$ cat config.mk
export PLATFORM = sky130hd
export DESIGN_NAME = spi_pwm_config
export DESIGN_NICKNAME = d
export VERILOG_FILES = /design/src/rtl/spi_pwm_config.sv
export SDC_FILE = /design/constraint.sdc
export NUM_CORES = 1
export LEC_CHECK = 0
export ABC_AREA = 1
export CAP_MARGIN = 20
export CELL_PAD_IN_SITES_DETAIL_PLACEMENT = 1
export CELL_PAD_IN_SITES_GLOBAL_PLACEMENT = 1
export CORE_MARGIN = 4
export CORE_UTILIZATION = 25
export CTS_CLUSTER_DIAMETER = 150
export DETAILED_ROUTE_END_ITERATION = 7
export PLACE_DENSITY = 0.57
export SYNTH_ARGS = -nofsm -noshare
export SYNTH_HDL_FRONTEND = slang
export SYNTH_SLANG_ARGS = --single-unit
$ cat constraint.sdc
create_clock -name clk -period 7.4 [get_ports clk]
set_clock_uncertainty 0.1 [all_clocks]
set_input_delay 1.85 -clock clk [delete_from_list [all_inputs] [get_ports clk]]
set_output_delay 1.85 -clock clk [all_outputs]
set_load 0.01 [all_outputs]
$ cat src/rtl/spi_pwm_config.sv
// spi_pwm_config
//   SPI mode-0 target that receives 16-bit register-write frames from a host
//   and holds the five PWM configuration registers.
//   Frame: bit15 = R/W (1 = write), bits14:8 = address, bits7:0 = data,
//   MSB first, sampled on the rising edge of sclk.
//
// Optional feature macro: SPI_READBACK_EN
//   When defined, adds output cipo. A read frame (bit15 = 0) returns the
//   addressed register on cipo, MSB first, after the 8 header bits.
//   Addresses above MAX_ADDR read as 0x00.
//
// Ports:
//   clk             system clock
//   rst             asynchronous reset, active-high
//   sclk, ncs, copi SPI pins, asynchronous to clk
//   en_reg_out_7_0  register 0x00
//   en_reg_out_15_8 register 0x01
//   en_reg_pwm_7_0  register 0x02
//   en_reg_pwm_15_8 register 0x03
//   pwm_duty_cycle  register 0x04
//   commit          one-clk strobe when a write is applied
//   frame_err       one-clk strobe when a frame of the wrong length is dropped
//   cipo            (SPI_READBACK_EN only) SPI data target->host
module spi_pwm_config #(
    parameter int SYNC_STAGES = 2,
    parameter int MAX_ADDR    = 4
) (
    input  logic       clk,
    input  logic       rst,
    input  logic       sclk,
    input  logic       ncs,
    input  logic       copi,
    output logic [7:0] en_reg_out_7_0,
    output logic [7:0] en_reg_out_15_8,
    output logic [7:0] en_reg_pwm_7_0,
    output logic [7:0] en_reg_pwm_15_8,
    output logic [7:0] pwm_duty_cycle,
    output logic       commit,
    output logic       frame_err
`ifdef SPI_READBACK_EN
    ,
    output logic       cipo
`endif
);

    localparam int NUM_REGS = 5;

    typedef enum logic [1:0] {
        IDLE   = 2'd0,
        SHIFT  = 2'd1,
        COMMIT = 2'd2
    } state_t;

    // ------------------------------------------------------------------
    // Input synchronizers (reset to the idle pin levels) and edge detect
    // ------------------------------------------------------------------
    logic [SYNC_STAGES-1:0] r_sclk_sync;
    logic [SYNC_STAGES-1:0] r_ncs_sync;
    logic [SYNC_STAGES-1:0] r_copi_sync;
    logic                   r_sclk_d;
    logic                   r_ncs_d;

    always_ff @(posedge clk or posedge rst) begin
        if (rst) begin
            r_sclk_sync <= '0;
            r_ncs_sync  <= '1;
            r_copi_sync <= '0;
            r_sclk_d    <= 1'b0;
            r_ncs_d     <= 1'b1;
        end else begin
            r_sclk_sync <= {r_sclk_sync[SYNC_STAGES-2:0], sclk};
            r_ncs_sync  <= {r_ncs_sync[SYNC_STAGES-2:0], ncs};
            r_copi_sync <= {r_copi_sync[SYNC_STAGES-2:0], copi};
            r_sclk_d    <= r_sclk_sync[SYNC_STAGES-1];
            r_ncs_d     <= r_ncs_sync[SYNC_STAGES-1];
        end
    end

    logic w_sclk_s, w_ncs_s, w_copi_s;
    logic w_sclk_rise, w_ncs_fall, w_ncs_rise;

    assign w_sclk_s    = r_sclk_sync[SYNC_STAGES-1];
    assign w_ncs_s     = r_ncs_sync[SYNC_STAGES-1];
    assign w_copi_s    = r_copi_sync[SYNC_STAGES-1];
    assign w_sclk_rise = w_sclk_s & ~r_sclk_d;
    assign w_ncs_fall  = ~w_ncs_s & r_ncs_d;
    assign w_ncs_rise  = w_ncs_s & ~r_ncs_d;

    // ------------------------------------------------------------------
    // Frame FSM
    // ------------------------------------------------------------------
    state_t r_state, w_next;

    always_ff @(posedge clk or posedge rst) begin
        if (rst) r_state <= IDLE;
        else     r_state <= w_next;
    end

    always_comb begin
        w_next = r_state;
        case (r_state)
            IDLE:    if (w_ncs_fall) w_next = SHIFT;
            SHIFT:   if (w_ncs_rise) w_next = COMMIT;
            COMMIT:  w_next = IDLE;
            default: w_next = IDLE;
        endcase
    end

    // ------------------------------------------------------------------
    // Shift register and bit counter. The counter stops at 17 so any
    // over-long frame stays distinguishable from a 16-bit one.
    // ------------------------------------------------------------------
    logic [15:0] r_shift;
    logic [4:0]  r_cnt;

    always_ff @(posedge clk or posedge rst) begin
        if (rst) begin
            r_shift <= '0;
            r_cnt   <= '0;
        end else begin
            case (r_state)
                IDLE: begin
                    r_shift <= '0;
                    r_cnt   <= '0;
                end
                SHIFT: begin
                    if (w_sclk_rise) begin
                        r_shift <= {r_shift[14:0], w_copi_s};
                        if (r_cnt != 5'd17) r_cnt <= r_cnt + 5'd1;
                    end
                end
                default: ;
            endcase
        end
    end

    logic [6:0] w_addr;
    logic       w_len_ok;
    logic       w_addr_ok;
    logic       w_wr_ok;

    assign w_addr    = r_shift[14:8];
    assign w_len_ok  = (r_cnt == 5'd16);
    assign w_addr_ok = (int'(w_addr) <= MAX_ADDR);
    assign w_wr_ok   = (r_state == COMMIT) && w_len_ok && r_shift[15] && w_addr_ok;

    // ------------------------------------------------------------------
    // Configuration registers and strobes
    // ------------------------------------------------------------------
    logic [7:0] r_regs [NUM_REGS];
    logic       r_commit;
    logic       r_frame_err;

    always_ff @(posedge clk or posedge rst) begin
        if (rst) begin
            for (int i = 0; i < NUM_REGS; i++) r_regs[i] <= 8'h00;
            r_commit    <= 1'b0;
            r_frame_err <= 1'b0;
        end else begin
            r_commit    <= w_wr_ok;
            r_frame_err <= (r_state == COMMIT) && !w_len_ok;
            if (w_wr_ok) begin
                for (int i = 0; i < NUM_REGS; i++)
                    if (w_addr == 7'(i)) r_regs[i] <= r_shift[7:0];
            end
        end
    end

    assign en_reg_out_7_0  = r_regs[0];
    assign en_reg_out_15_8 = r_regs[1];
    assign en_reg_pwm_7_0  = r_regs[2];
    assign en_reg_pwm_15_8 = r_regs[3];
    assign pwm_duty_cycle  = r_regs[4];
    assign commit          = r_commit;
    assign frame_err       = r_frame_err;

`ifdef SPI_READBACK_EN
    // ------------------------------------------------------------------
    // Readback. After 8 header bits r_shift[7:0] holds {R/W, addr}. The
    // falling edge that follows the 8th rising edge drives the register
    // MSB; the remaining bits follow on the next seven falling edges.
    // ------------------------------------------------------------------
    logic       w_sclk_fall;
    logic [7:0] w_rd_val;
    logic [7:0] r_tx;
    logic       r_rd_act;
    logic       r_cipo;

    assign w_sclk_fall = ~w_sclk_s & r_sclk_d;

    always_comb begin
        w_rd_val = 8'h00;
        if (int'(r_shift[6:0]) <= MAX_ADDR) begin
            for (int i = 0; i < NUM_REGS; i++)
                if (r_shift[6:0] == 7'(i)) w_rd_val = r_regs[i];
        end
    end

    always_ff @(posedge clk or posedge rst) begin
        if (rst) begin
            r_tx     <= 8'h00;
            r_rd_act <= 1'b0;
            r_cipo   <= 1'b0;
        end else if (w_ncs_s || r_state != SHIFT) begin
            r_tx     <= 8'h00;
            r_rd_act <= 1'b0;
            r_cipo   <= 1'b0;
        end else if (w_sclk_fall) begin
            if (r_cnt == 5'd8 && !r_shift[7]) begin
                r_rd_act <= 1'b1;
                r_cipo   <= w_rd_val[7];
                r_tx     <= {w_rd_val[6:0], 1'b0};
            end else if (r_rd_act && r_cnt > 5'd8 && r_cnt < 5'd16) begin
                r_cipo   <= r_tx[7];
                r_tx     <= {r_tx[6:0], 1'b0};
            end else begin
                r_rd_act <= 1'b0;
                r_cipo   <= 1'b0;
            end
        end
    end

    assign cipo = r_cipo;
`endif

endmodule

Word level (Yosys, flattened, before mapping)
Index checks and enable logic that the tools add are counted.

Bits in registers: 73. Output and inout bits: 42. Bits in latches: 0. RAM bits: 0. Logic and storage cells: 59. Input bits: 5. Memories: 0. Memory bits (read-only): 0.

Divide/modulo/power cells: 0. Reductions and logical operators: 16. Multipliers: 0. Order comparisons: 1. $add $sub $neg: 1. Muxes and demuxes: 8. Shift operators: 0. Bitwise gates (word level): 6. Equality and inequality tests: 12.

Operators by type and width (count): one-hot mux 16 bit (2 select lines) (1); 2-to-1 mux 16 bit (1); == test 7 x 2 -> 1 bit (second input constant) (2); AND reduction 2 bit (7); 2-to-1 mux 5 bit (2); one-hot mux 5 bit (2 select lines) (1); inequality test 2 bit (second input constant) (4); == test 7 x 1 -> 1 bit (second input constant) (1); == test 7 x 3 -> 1 bit (second input constant) (1); less-or-equal comparator 7 x 3 -> 1 bit (second input constant) (1); logical NOT 7 bit (1); adder 5 x 1 -> 5 bit (second input constant) (1); == test 5 bit (second input constant) (1); inequality test 5 bit (second input constant) (1); logical AND 1 bit (4); 2-to-1 mux 2 bit (2); one-hot mux 2 bit (2 select lines) (1); AND 1 bit (3); NOT 1 bit (3); AND reduction 3 bit (1); == test 2 x 1 -> 1 bit (second input constant) (1); == test 2 bit (second input constant) (1); logical NOT 2 bit (1); nonzero test 2 bit (1); logical NOT 1 bit (1).

Longest topological paths before layout
Depth after elaboration: 5. Mapped depth: 9. Depth with buffers taken out: 9.

Worst setup path before layout
OpenSTA, ideal clock, no wires.

Kind: reg2out. Start point: register r_regs (netlist bit en_reg_out_15_8[0]). End point: output port en_reg_out_15_8[0]. Slack: 5.065 ns. Buffers on the path: 0. Arrival: 0.385 ns. Data required time: 5.450 ns. Stages on the path, launching flop included: 1. Cells stage by stage: dfrtp_1.

RTL lines: start, declared (RTL line 150) `logic [7:0] r_regs [NUM_REGS];`; start signal, assigned by index (RTL line 164) `if (w_addr == 7'(i)) r_regs[i] <= r_shift[7:0];`; end, declared (RTL line 34) `output logic [7:0] en_reg_out_15_8,`.

No word-level cell between the ends.

Final worst setup path
Start point: register r_regs (netlist bit en_reg_pwm_15_8[1]). End point: output port en_reg_pwm_15_8[1].

RTL lines: end, declared (RTL line 36) `output logic [7:0] en_reg_pwm_15_8,`.

No word-level cell between the ends.

==> results.cfg <==
[run_status]
outcome = finished, final reports clean

[die]
chipHeight_um = 119.3
start_util_pct = 25.70
fp.dieArea_sq_mm = 0.01424
coreArea_sq_mm = 0.01206
io_pins = 47
num_rows = 40
fp.dieW_um = 119.3

[finish]
drive_gt1_share_pct = 11.89
finalNonFillerCells = 538
finalInstanceArea_sq_mm = 0.004085
final_util_pct = 33.87
nets = 373
num-fill-cells = 1352
areaGrowthSynthToFinish_pct = 31.81
n_antenna_cell = 0

[power_and_ir_drop]
peakVddDrop_v = 0.0001068
p_leak_nw = 1.887
power_density_mw_per_mm2 = 241.4

[global_route]
grt_usage_pct = 11.99
grt_max_degree = 74
grt_antenna_before_repair = 0
grt_pass1_vias = 2642
grt_pass1_wl_um = 13750
grt_overflow = 0

[clock_tree]
postCtsResizedCells = 0
max-clock-path-buffers = 2
clkSinkCount = 73
clkTransAtPathRegs_ns = 0.06
htree_levels = 3
post_cts_buffers = 0
root_buffer = clkbuf_16
cts-hold-fix-buffers = 0
cts-buffers-inserted = 9
cts_tree = done
clk_latency_ns = 0.34

[synthesis]
synth_async_sr_flop_share_pct = 100.0
synthTopCellsByCount = nand2_1, dfrtp_1, nand4_1
synth_area_sq_mm = 0.003099
ys_ff_latch = 73
synth_edf_count = 0
yosysSeqAreaShare_pct = 59.06
syn_inst = 315
synth_fp_nets = 323
syn_area_per_cell_sq_um = 9.839
synth.area.top_cells = dfrtp_1, nand2_1, nand4_1
synth_ff_type = dfrtp_1
yosysUniqueCellTypes = 25
synth_top_cell_area_share_pct = 56.52
yosysMostFrequentCell = nand2_1
synth_area_leader_cell = dfrtp_1
yosysWarnings = 0

[timing]
worst_pin_slew_ns = 0.9307
fmax_ghz = 0.3132
period_needed_ns = 3.193
tns_ns = 0
fin_crit_sh_pct = 43.15
grt_setup_unrepaired = false
hold_viol = 0
max-slew-margin-rel_pct = 37.95
setup_viol = 0
slew_viol_final = 0

[placement]
dpl.cell_count = 522
hpwl_um = 5171
postPlaceCellArea_sq_mm = 0.003732
gp_congestion = 0.7294
port_buffers = 46

[setup_path]
reg2reg_from = r_cnt[0]
rrSetupSlack_ns = 5.26
cp.required_ns = 5.45
crit_family = buffers and inverters
critPathMaxFanout = 2
rr_endpoint = en_reg_pwm_15_8[3]
cp.arrival_ns = 1.24
end_kind = primary output
worst-setup-path-type = reg2out
crit_slowest_cell = clkdlybuf4s50_1
crit_cells = 1
r2r_cells = 9
worst-path-buf-inv = 1
cp-start-kind = flip-flop
cp_cell_sequence = clkdlybuf4s50_1
max_stage_delay_ns = 0.54

[routing]
dr.pass1.iters = 4
vias_per_cell = 4.517
wl_per_cell_um = 14.67
drc = 0
dr_total_vias = 2430
drt-total-wl_um = 7890
drtAntennaViolNets = 0
drt_iter0_drc = 89

[worst_hold_path]
min_to = r_sclk_sync[1]
hold_class = reg2reg
hold_start = r_sclk_sync[0]
hold_depth = 0

[run]
drv_cap = 0
-- cells in the final DEF (no fill, tap or decap) --
cell	instances
a21oi_4	1
and2_1	2
buf_4	1
bufinv_16	3
clkbuf_16	9
clkbuf_8	1
clkdlybuf4s50_1	46
clkinvlp_4	2
dfrtp_1	70
dfstp_2	3
ha_1	3
inv_1	21
inv_2	6
inv_6	1
nand2_1	96
nand2_2	1
nand2_4	2
nand3_1	16
nand3_2	5
nand4_1	41
nor2_1	8
nor2_2	3
nor2_4	3
nor2_8	1
nor3_1	1
nor3_4	2
o21ai_0	4
o22ai_1	15
xor2_1	3
-- sequential cells by signal, indices dropped and copies added, names as in the netlist, 5 cells and up --
| register | flops |
|---|---|
| r_shift | 16 |
| en_reg_out_7_0 | 8 |
| en_reg_pwm_7_0 | 8 |
| r_cnt | 5 |
| pwm_duty_cycle | 8 |
| en_reg_out_15_8 | 8 |
| en_reg_pwm_15_8 | 8 |
-- power by group --
group	leakage (nW)	total, mW	switching (mW)	internal, mW
Sequential	0.995	0.417	0.00883	0.408
Combinational	0.727	0.0564	0.0420	0.0144
Clock	0.165	0.513	0.173	0.340
-- per-stage QoR --
| stage | hold WS [ns] | setup slack [ns] | power (mW) |
|---|---|---|---|
| floorplan | 0.2312 | 3.602 | 0.4615 |
| global placement | 0.2328 | 4.169 | 0.4798 |
| detailed placement | 0.2364 | 4.128 | 0.4827 |
| CTS | 0.2505 | 4.191 | 1.001 |
| global route | 0.2569 | 4.155 | 1.032 |
| finish | 0.2473 | 4.207 | 0.9863 |
-- logic make-up (layout without fill, tap and decap cells) --
family / count (synthesis) / count (layout) / share of synthesized area [%]
and+or+nand+nor: 181 / 181 / 29.96
AOI/OAI and AO/OA: 20 / 20 / 4.199
buffers and inverters: 35 / 90 / 4.723
xor gates and xnor gates: 3 / 3 / 0.8480
adders and majority gates: 3 / 3 / 1.211
DFF: 73 / 73 / 59.06
-- routing by layer --
| layer | track usage [%] | wire [um] | part of all wire [%] | vias to the layer above |
|---|---|---|---|---|
| li1 | - | - | - | 1178 |
| met1 | 15.29 | 3529 | 45 | 1192 |
| met2 | 19.32 | 3841 | 49 | 46 |
| met3 | 3.751 | 353 | 4.5 | 14 |
| met4 | 4.009 | 166 | 2.1 | 0 |
| met5 | 0 | 0 | 0 | - |
-- worst max-delay path by stage --
stage	from	endpoint
after floorplan	rst	commit
after global placement	rst	en_reg_out_15_8[5]
after detailed placement	rst	en_reg_out_15_8[5]
after CTS	en_reg_pwm_7_0[6]	en_reg_pwm_7_0[6]
after global routing	pwm_duty_cycle[2]	pwm_duty_cycle[2]
final	en_reg_pwm_15_8[1]	en_reg_pwm_15_8[1]
-- cell type report --
cell class,instances,area (sq um),share of cell area [%]
Sequential cell,73,1831,44.81
Multi-Input combinational cell,207,1122,27.47
Timing Repair Buffer,47,467.9,11.45
Clock buffer,10,239.0,5.850
Tap cell,168,210.2,5.145
Clock inverter,6,113.9,2.787
Inverter,27,101.3,2.481
Note: power is estimated with default switching activity, not from simulation.
